## src/rtl/branch_resolve_unit_if.sv

```systemverilog
// Resolve request and registered result bundle between the execute stage and
// the branch resolve unit; the stage drives requests, the unit answers one cycle later.
interface branch_resolve_unit_if #(
   parameter int XLEN = 32
);
   logic            res_valid;
   logic [5:0]      res_sel;
   logic [XLEN-1:0] res_pc;
   logic [XLEN-1:0] res_target;
   logic [XLEN-1:0] rs1;
   logic [XLEN-1:0] rs2;
   logic            res_pred_taken;
   logic            flush;

   logic            out_valid;
   logic            out_taken;
   logic            out_mispredict;
   logic [XLEN-1:0] out_redirect_pc;

   modport master (
      output res_valid, res_sel, res_pc, res_target, rs1, rs2, res_pred_taken, flush,
      input  out_valid, out_taken, out_mispredict, out_redirect_pc
   );

   modport slave (
      input  res_valid, res_sel, res_pc, res_target, rs1, rs2, res_pred_taken, flush,
      output out_valid, out_taken, out_mispredict, out_redirect_pc
   );
endinterface

```

## src/rtl/branch_resolve_unit.sv

```systemverilog
// Branch resolution stage: evaluates branches/jumps, trains a 2-bit counter BHT
// read by fetch, and reports mispredictions, redirect PC and saturating statistics.
module branch_resolve_unit #(
   parameter int XLEN        = 32,
   parameter int BHT_ENTRIES = 16,
   parameter int CNT_W       = 16
) (
   input  logic                  clk,
   input  logic                  reset_n,
   input  logic [XLEN-1:0]       lookup_pc,
   output logic                  predict_taken,
   branch_resolve_unit_if.slave  res,
   output logic [CNT_W-1:0]      branch_count,
   output logic [CNT_W-1:0]      mispredict_count
);

   localparam int IDX_W = $clog2(BHT_ENTRIES);

   localparam logic [5:0] SEL_JAL  = 6'b000011;
   localparam logic [5:0] SEL_JALR = 6'b000100;
   localparam logic [5:0] SEL_BEQ  = 6'b000101;
   localparam logic [5:0] SEL_BNE  = 6'b000110;
   localparam logic [5:0] SEL_BLT  = 6'b000111;
   localparam logic [5:0] SEL_BGE  = 6'b001000;
   localparam logic [5:0] SEL_BLTU = 6'b001001;
   localparam logic [5:0] SEL_BGEU = 6'b001010;

   localparam logic [CNT_W-1:0] CNT_MAX = {CNT_W{1'b1}};

   logic [1:0]      bht [BHT_ENTRIES];
   logic [IDX_W-1:0] lookup_idx;
   logic [IDX_W-1:0] update_idx;
   logic            is_branch;
   logic            is_jump;
   logic            taken;
   logic            mispredict;
   logic            accept;
   logic [XLEN-1:0] redirect_pc;
   logic            unused_lookup_bits;

   assign lookup_idx         = lookup_pc[IDX_W+1:2];
   assign update_idx         = res.res_pc[IDX_W+1:2];
   assign predict_taken      = bht[lookup_idx][1];
   assign unused_lookup_bits = ^{lookup_pc[1:0], lookup_pc >> (IDX_W + 2)};

   // Decode the select and evaluate the branch condition for the current request.
   always_comb begin
      is_branch = 1'b0;
      is_jump   = 1'b0;
      taken     = 1'b0;
      case (res.res_sel)
         SEL_BEQ:  begin is_branch = 1'b1; taken = (res.rs1 == res.rs2); end
         SEL_BNE:  begin is_branch = 1'b1; taken = (res.rs1 != res.rs2); end
         SEL_BLT:  begin is_branch = 1'b1; taken = ($signed(res.rs1) <  $signed(res.rs2)); end
         SEL_BGE:  begin is_branch = 1'b1; taken = ($signed(res.rs1) >= $signed(res.rs2)); end
         SEL_BLTU: begin is_branch = 1'b1; taken = (res.rs1 <  res.rs2); end
         SEL_BGEU: begin is_branch = 1'b1; taken = (res.rs1 >= res.rs2); end
         SEL_JAL,
         SEL_JALR: begin is_jump = 1'b1; taken = 1'b1; end
         default:  taken = 1'b0;
      endcase
      mispredict  = taken ^ res.res_pred_taken;
      accept      = res.res_valid & ~res.flush;
      redirect_pc = taken ? res.res_target : (res.res_pc + XLEN'(4));
   end

   // BHT training; lookups see the old value because the write lands at the edge.
   always_ff @(posedge clk or negedge reset_n) begin
      if (!reset_n) begin
         for (int i = 0; i < BHT_ENTRIES; i++) begin
            bht[i] <= 2'b01;
         end
      end else if (accept && is_branch) begin
         if (taken && (bht[update_idx] != 2'b11)) begin
            bht[update_idx] <= bht[update_idx] + 2'd1;
         end else if (!taken && (bht[update_idx] != 2'b00)) begin
            bht[update_idx] <= bht[update_idx] - 2'd1;
         end
      end
   end

   // Result registers hold their last value between accepted requests.
   always_ff @(posedge clk or negedge reset_n) begin
      if (!reset_n) begin
         res.out_valid       <= 1'b0;
         res.out_taken       <= 1'b0;
         res.out_mispredict  <= 1'b0;
         res.out_redirect_pc <= '0;
      end else begin
         res.out_valid <= accept;
         if (accept) begin
            res.out_taken       <= taken;
            res.out_mispredict  <= mispredict;
            res.out_redirect_pc <= redirect_pc;
         end
      end
   end

   // Statistics: unknown selects never count, jumps only count as mispredicts.
   always_ff @(posedge clk or negedge reset_n) begin
      if (!reset_n) begin
         branch_count     <= '0;
         mispredict_count <= '0;
      end else if (accept) begin
         if (is_branch && (branch_count != CNT_MAX)) begin
            branch_count <= branch_count + CNT_W'(1);
         end
         if ((is_branch || is_jump) && mispredict && (mispredict_count != CNT_MAX)) begin
            mispredict_count <= mispredict_count + CNT_W'(1);
         end
      end
   end

endmodule

```

## src/flat_wrapper.sv

```systemverilog
// flat-port wrapper written by rule: the top's interface ports become plain ports
module branch_resolve_unit_flat 
#(
   parameter int XLEN        = 32,
   parameter int BHT_ENTRIES = 16,
   parameter int CNT_W       = 16
)
  (clk, reset_n, lookup_pc, predict_taken, branch_count, mispredict_count, res_res_valid, res_res_sel, res_res_pc, res_res_target, res_rs1, res_rs2, res_res_pred_taken, res_flush, res_out_valid, res_out_taken, res_out_mispredict, res_out_redirect_pc);
  branch_resolve_unit_if #(.XLEN(XLEN)) res_i ();
  input  logic clk;
  input  logic reset_n;
  input  logic [XLEN-1:0] lookup_pc;
  output logic predict_taken;
  output logic [CNT_W-1:0] branch_count;
  output logic [CNT_W-1:0] mispredict_count;
  input wire logic [$bits(res_i.res_valid)-1:0] res_res_valid;
  input wire logic [$bits(res_i.res_sel)-1:0] res_res_sel;
  input wire logic [$bits(res_i.res_pc)-1:0] res_res_pc;
  input wire logic [$bits(res_i.res_target)-1:0] res_res_target;
  input wire logic [$bits(res_i.rs1)-1:0] res_rs1;
  input wire logic [$bits(res_i.rs2)-1:0] res_rs2;
  input wire logic [$bits(res_i.res_pred_taken)-1:0] res_res_pred_taken;
  input wire logic [$bits(res_i.flush)-1:0] res_flush;
  output wire logic [$bits(res_i.out_valid)-1:0] res_out_valid;
  output wire logic [$bits(res_i.out_taken)-1:0] res_out_taken;
  output wire logic [$bits(res_i.out_mispredict)-1:0] res_out_mispredict;
  output wire logic [$bits(res_i.out_redirect_pc)-1:0] res_out_redirect_pc;
  assign res_i.res_valid = res_res_valid;
  assign res_i.res_sel = res_res_sel;
  assign res_i.res_pc = res_res_pc;
  assign res_i.res_target = res_res_target;
  assign res_i.rs1 = res_rs1;
  assign res_i.rs2 = res_rs2;
  assign res_i.res_pred_taken = res_res_pred_taken;
  assign res_i.flush = res_flush;
  assign res_out_valid = res_i.out_valid;
  assign res_out_taken = res_i.out_taken;
  assign res_out_mispredict = res_i.out_mispredict;
  assign res_out_redirect_pc = res_i.out_redirect_pc;
  branch_resolve_unit #(.XLEN(XLEN), .BHT_ENTRIES(BHT_ENTRIES), .CNT_W(CNT_W)) u_core (.clk(clk), .reset_n(reset_n), .lookup_pc(lookup_pc), .predict_taken(predict_taken), .res(res_i), .branch_count(branch_count), .mispredict_count(mispredict_count));
endmodule
```

## config.mk

```make
export PLATFORM = sky130hd
export DESIGN_NAME = branch_resolve_unit_flat
export DESIGN_NICKNAME = d
export VERILOG_FILES = /design/src/rtl/branch_resolve_unit_if.sv /design/src/rtl/branch_resolve_unit.sv /design/src/flat_wrapper.sv
export SDC_FILE = /design/constraint.sdc
export NUM_CORES = 1
export LEC_CHECK = 0
export CORE_UTILIZATION = 26
export CTS_CLUSTER_SIZE = 24
export DETAILED_ROUTE_END_ITERATION = 12
export PLACE_DENSITY = 0.56
export SLEW_MARGIN = 10
export SYNTH_ARGS = -nofsm -noshare
export SYNTH_HDL_FRONTEND = slang
export SYNTH_SLANG_ARGS = --single-unit
```

## constraint.sdc

```tcl
create_clock -name clk -period 3.7 [get_ports clk]
set_clock_uncertainty 0.05 [all_clocks]
set_input_delay 0.74 -clock clk [delete_from_list [all_inputs] [get_ports clk]]
set_output_delay 0.74 -clock clk [all_outputs]
set_load 0.01 [all_outputs]
```

After elaboration in Yosys (flattened, before gate mapping)
Cells that the tools add are included.

Add/sub/neg operators: 5. Magnitude comparators: 7. Equal/unequal tests: 13. Multiplexer cells: 16. Bitwise operators: 5. Reductions and logical operators: 16.

Operators by type and width (number): $mux 32 (3); $bwmux 32 (2); $ge 32x32->1 (2); $lt 32x32->1 (2); $add 16x1->16 const B (2); $add 32x3->32 const B (1); $eq 32x32->1 (1); $ne 16x16->1 const B (2); $ne 32x32->1 (1); $eq 6x3->1 const B (4); $eq 6x4->1 const B (3); $bmux 2 s4 (2); $ge 5x5->1 const B (2); $mux 2 (5); $not 4->5 (2); $demux 2 s4 (1); $logic_and 1x1->1 (7); $pmux 1 s7 (1); $eq 6x2->1 const B (1); $reduce_and 2->1 (3); $reduce_or 6->1 (1); $lt 5x1->1 const B (1); $reduce_bool 2->1 (2); $add 2x1->2 const B (1); 9 further kinds (10).

Bits in registers: 99. Input bits: 171. Output and inout bits: 68. Logic and storage cells: 84.

Logic depth before layout (Yosys ltp)
Depth in word-level cells: 8. Depth in mapped cells: 14. Depth with buffers taken out: 11.

Worst setup path before layout
No wires, ideal clock.

Kind: input port to flip-flop. Start: in res_res_pc[2]. End: reg u_core.bht[11] (netlist bit). Setup time: 83 ps. Data arrival time: 3978 ps. Data required time: 3567 ps. Setup slack: -411 ps. Stages on the path: 11. Path buffers: 3. Cells stage by stage: clkbuf_1 -> mux4_2 -> mux2_2 -> o21ai_1 -> clkbuf_1 -> inv_1 -> ha_1 -> or4_1 -> o31a_1 -> clkbuf_1 -> o21ai_0.

Word-level cells in the longest chain between the ends: 8. Elaborated cells on any way between the ends: 21. Those cells by class: 2 x add/sub; 2 x order compare; 1 x eq/ne; 9 x mux; 1 x bitwise; 6 x reduce/logical.

RTL lines: start: declaration (line flat_wrapper.sv:18) `input wire logic [$bits(res_i.res_pc)-1:0] res_res_pc;`; $not 4->5 (not written as such) (*); $bmux 2 s4, or another cell as far along; $mux 2 (not written as such) or $logic_and 1x1->1 (tied branches); $mux 2, on equally long branches; $sub 2x1->2, or another cell as far along (line branch_resolve_unit.sv:77) `bht[update_idx] <= bht[update_idx] - 2'd1;`; $bwmux 32, or another cell as far along (line branch_resolve_unit.sv:77); $mux 32 or $reduce_bool 2->1 (tied branches); $mux 32 or $reduce_and 2->1 (tied branches); end signal: indexed assignment (line branch_resolve_unit.sv:75) `bht[update_idx] <= bht[update_idx] + 2'd1;`; end signal: indexed assignment (line branch_resolve_unit.sv:77); end: declaration (line branch_resolve_unit.sv:30) `logic [1:0] bht [BHT_ENTRIES];`.

Every way passes the cells marked *; elsewhere a longest branch is shown, timed or not. The select of a mux whose other input is x is not followed. A chain may end at the register's enable or synchronous reset.

Final worst setup path
Start: in lookup_pc[2]. End: out predict_taken.

Word-level cells in the longest chain between the ends: 4.

RTL lines: start: declaration (line flat_wrapper.sv:12) `input logic [XLEN-1:0] lookup_pc;`; $not 4->5 (not written as such) (line branch_resolve_unit.sv:43) `assign predict_taken = bht[lookup_idx][1];`; $bmux 2 s4 (line branch_resolve_unit.sv:43); $mux 2 (not written as such) (2 in series) (line branch_resolve_unit.sv:43); end: declaration (line flat_wrapper.sv:13) `output logic predict_taken;`.

Every way passes these cells. The select of a mux whose other input is x is not followed.

==> impl_metrics.py <==
metrics = {
    "clock_tree": {
        "cts_tree": "yes",
        "clk_latency_ns": 0.36,
        "cts_buffer_depth": 2,
        "cts_root_buffer": "clkbuf_16",
        "ctsHoldBuffers": 0,
        "clkSinkCount": 99,
        "cts.clk_slew.worst_paths_ns": 0.08,
        "cts_made_buffers": 9,
        "htreeDepth": 3,
    },
    "synth": {
        "synth.avg_cell_area_um2": 9.63,
        "yosys_warnings": 0,
        "syn_inst": 679,
        "synth_edf_count": 0,
        "syn_area_um2": 6540,
        "synth_cell_types": 60,
        "async_flop_share_pct": 100,
        "synth_nets": 890,
        "synthFlopType": "dfrtp_1",
        "synth.ff_latch_count": 99,
        "ys_seq_area_share_pct": 38.2,
    },
    "pwr": {
        "leakage_nw": 5.01,
        "ir_worst_vdd_v": 0.000255,
        "power_density_nw_per_um2": 290,
    },
    "sta": {
        "max_freq_mhz": 278,
        "slew_viol_final": 0,
        "fin_crit_ns": 3.60,
        "hold_viol_final": 0,
        "finalCritPeriodShare_pct": 97.3,
        "hold_slack_ns": 0.416,
        "worst_slack_ns": 0.101,
        "setup_viol": 0,
        "worst_pin_slew_ns": 0.823,
        "relSlewSlack_pct": 45.2,
    },
    "floorplan": {
        "core-area_um2": 24500,
        "rows": 57,
        "die_h_um": 161,
        "num_io_pins": 239,
        "die_area_um2": 25800,
        "fp.dieW_um": 161,
        "start_util_pct": 26.7,
    },
    "worst_setup_path": {
        "path_class": "in -> out",
        "path_max_fanout": 2,
        "crit_arrival_ns": 2.81,
        "worst_path_largest_cell_delay_ns": 0.50,
        "cpLargestDelayFamily": "buffers and inverters",
        "critPathSlowestCell": "mux4_2",
        "critPathCaptureType": "primary output",
        "crit_chain": "clkdlybuf4s50_1 -> buf_4 -> mux4_2 -> mux4_2 -> clkdlybuf4s50_1",
        "reg2reg_depth": 7,
        "crit_path_start_kind": "input pin",
        "timing.critical_path.buf_inv": 3,
        "critPathRequiredTime_ns": 2.91,
        "cp_num_cells": 5,
    },
    "route": {
        "dr_total_vias": 5991,
        "drc_errors": 0,
        "antenna_left": 0,
        "viasPerCell": 4.67,
        "routed_wl_mm": 21.1,
        "dr.pass1.iters": 4,
        "routedWlPerCell_um": 16.4,
        "drt_iter0_drc": 272,
    },
    "global_routing": {
        "overflow": 0,
        "groute.usage.overall_pct": 16.1,
        "antenna_found_initial": 0,
        "grt_pass1_vias": 6135,
        "grt_pass1_wl_mm": 32.6,
        "grt_max_degree": 69,
    },
    "finish": {
        "synthToLayoutAreaGrowth_pct": 64.5,
        "multi_input_area_um2": 4360,
        "utilization_pct": 44.0,
        "fill_cells": 2327,
        "seq_area_um2": 2500,
        "drive_above_1_share_pct": 25.7,
        "antennaDiodeCount": 0,
        "nNetsFinal": 1166,
    },
    "status": {
        "status": "complete, no violations",
    },
    "place": {
        "io_buffers": 210,
        "hpwl_mm": 15.0,
        "place_ws_ns": -0.595,
        "place.gp.congestion": 0.824,
    },
    "worst_hold_path": {
        "hp-class": "in -> async",
    },
    "flow_run": {
        "drv_cap": 0,
    },
}
what timing repair did:
action | 4_1_cts | 5_1_grt
gates resized for setup | 74 | 110
endpoints found under the setup margin | 61 | 74
pin swaps | 37 | 18
gates cloned | 4 | 2
setup buffers | 16 | 1
worst register-to-register path, delay by kind of cell, from the launching register on:
| family | cells | cell delay (ns) |
|---|---|---|
| muxes | 2 | 1.02 |
| AOI/OAI and AO/OA | 2 | 0.35 |
| DFF | 1 | 0.44 |
| adders and majority gates | 1 | 0.32 |
| and+or+nand+nor | 1 | 0.53 |
| buffers and inverters | 1 | 0.18 |
placed cells by master, fill, tap and decap left out, types with 19 or more instances in the layout:
master | netlist | routed
buf_4 | 0 | 65
clkdlybuf4s50_1 | 0 | 151
dfrtp_1 | 83 | 83
dlymetal6s2s_1 | 0 | 45
ha_4 | 0 | 22
inv_1 | 52 | 33
inv_2 | 0 | 19
mux2i_1 | 28 | 27
nand2_1 | 85 | 85
nand3_1 | 23 | 23
nand4_1 | 20 | 20
nor2_1 | 25 | 24
o21ai_0 | 56 | 47
xnor2_1 | 36 | 36
xor2_1 | 24 | 24
through the flow:
stage          setup TNS [ns]  std cells  power (mW)  area (um2)
4_1_cts                     0       1283        3.12       10300
2_1_floorplan               0        679        1.56        6550
5_1_grt                -0.109       1284        3.29       10800
3_3_place_gp           -28.70       1247        2.03        9470
3_5_place_dp           -35.04       1247        2.04        9470
6_report                    0       1284        3.12       10800
final timing paths:
path	startpoint	end	slack [ns]
max in group asynchronous	reset_n	u_core.mispredict_count[10]$_DFFE_PN0P_	2.44
max reg2reg	u_core.bht[1]$_DFFE_PN0P_	u_core.bht[15]$_DFFE_PN0P_	0.75
min in group clk	u_core.res.out_redirect_pc[15]$_DFFE_PN0P_	u_core.res.out_redirect_pc[15]$_DFFE_PN0P_	0.43
max	lookup_pc[2]	predict_taken	0.10
min	reset_n	u_core.res.out_redirect_pc[31]$_DFFE_PN0P_	0.42
min reg2reg	u_core.res.out_redirect_pc[15]$_DFFE_PN0P_	u_core.res.out_redirect_pc[15]$_DFFE_PN0P_	0.43
synthesized netlist by cell type (5+ instances only):
| library cell | n | area share (%) |
|---|---|---|
| mux2i_1 | 28 | 4.3 |
| nand4_1 | 20 | 1.9 |
| nand3_1 | 23 | 1.8 |
| nor2_1 | 25 | 1.4 |
| o21ai_0 | 56 | 4.3 |
| a21boi_0 | 5 | 0.57 |
| a211oi_1 | 5 | 0.57 |
| nor3_1 | 16 | 1.2 |
| xor2_1 | 24 | 3.2 |
| inv_1 | 52 | 3.0 |
| mux4_2 | 14 | 4.8 |
| a21oi_1 | 23 | 1.8 |
| buf_2 | 7 | 0.54 |
| nand2_1 | 85 | 4.9 |
| and3_1 | 15 | 1.4 |
| dfrtp_1 | 83 | 32 |
| dfstp_2 | 16 | 6.4 |
| mux2_2 | 17 | 2.9 |
| o31ai_1 | 9 | 1.0 |
| clkbuf_1 | 19 | 1.1 |
| ha_1 | 40 | 7.7 |
| xnor2_1 | 36 | 4.8 |
power breakdown:
group	total [mW]	switching, mW	internal [mW]	leakage [nW]
Combinational	0.879	0.378	0.501	3.64
Sequential	1.24	0.0638	1.17	1.23
Clock	1.00	0.467	0.533	0.140
area by class of cell:
class                   instances  area share, %
clock buffers                  10           2.13
repair buffers                291           27.8
well taps                     324           3.77
inverters                      52           1.82
clock inverters                 6          0.663
flip-flops and latches         99           23.2
multi-input cells             502           40.6
metal layers:
layer / part of all wire [%] / wire (um) / track usage (%) / vias up
met1: 45 / 9400 / 20.3 / 2851
met2: 47 / 10000 / 27.1 / 167
met3: 6.0 / 1260 / 3.59 / 21
met5: 0 / 0 / 0 / -
li1: - / - / - / 2952
met4: 2.0 / 425 / 5.54 / 0
cell families after synthesis:
group / count (synthesis) / synth area share (%)
AOI/OAI and AO/OA: 121 / 11.2
xor gates and xnor gates: 60 / 8.04
adders and majority gates: 40 / 7.66
buffers and inverters: 80 / 4.96
DFF: 99 / 38.2
muxes: 61 / 12.5
and+or+nand+nor: 218 / 17.4
No activity file was read; power rests on OpenSTA's default activity.
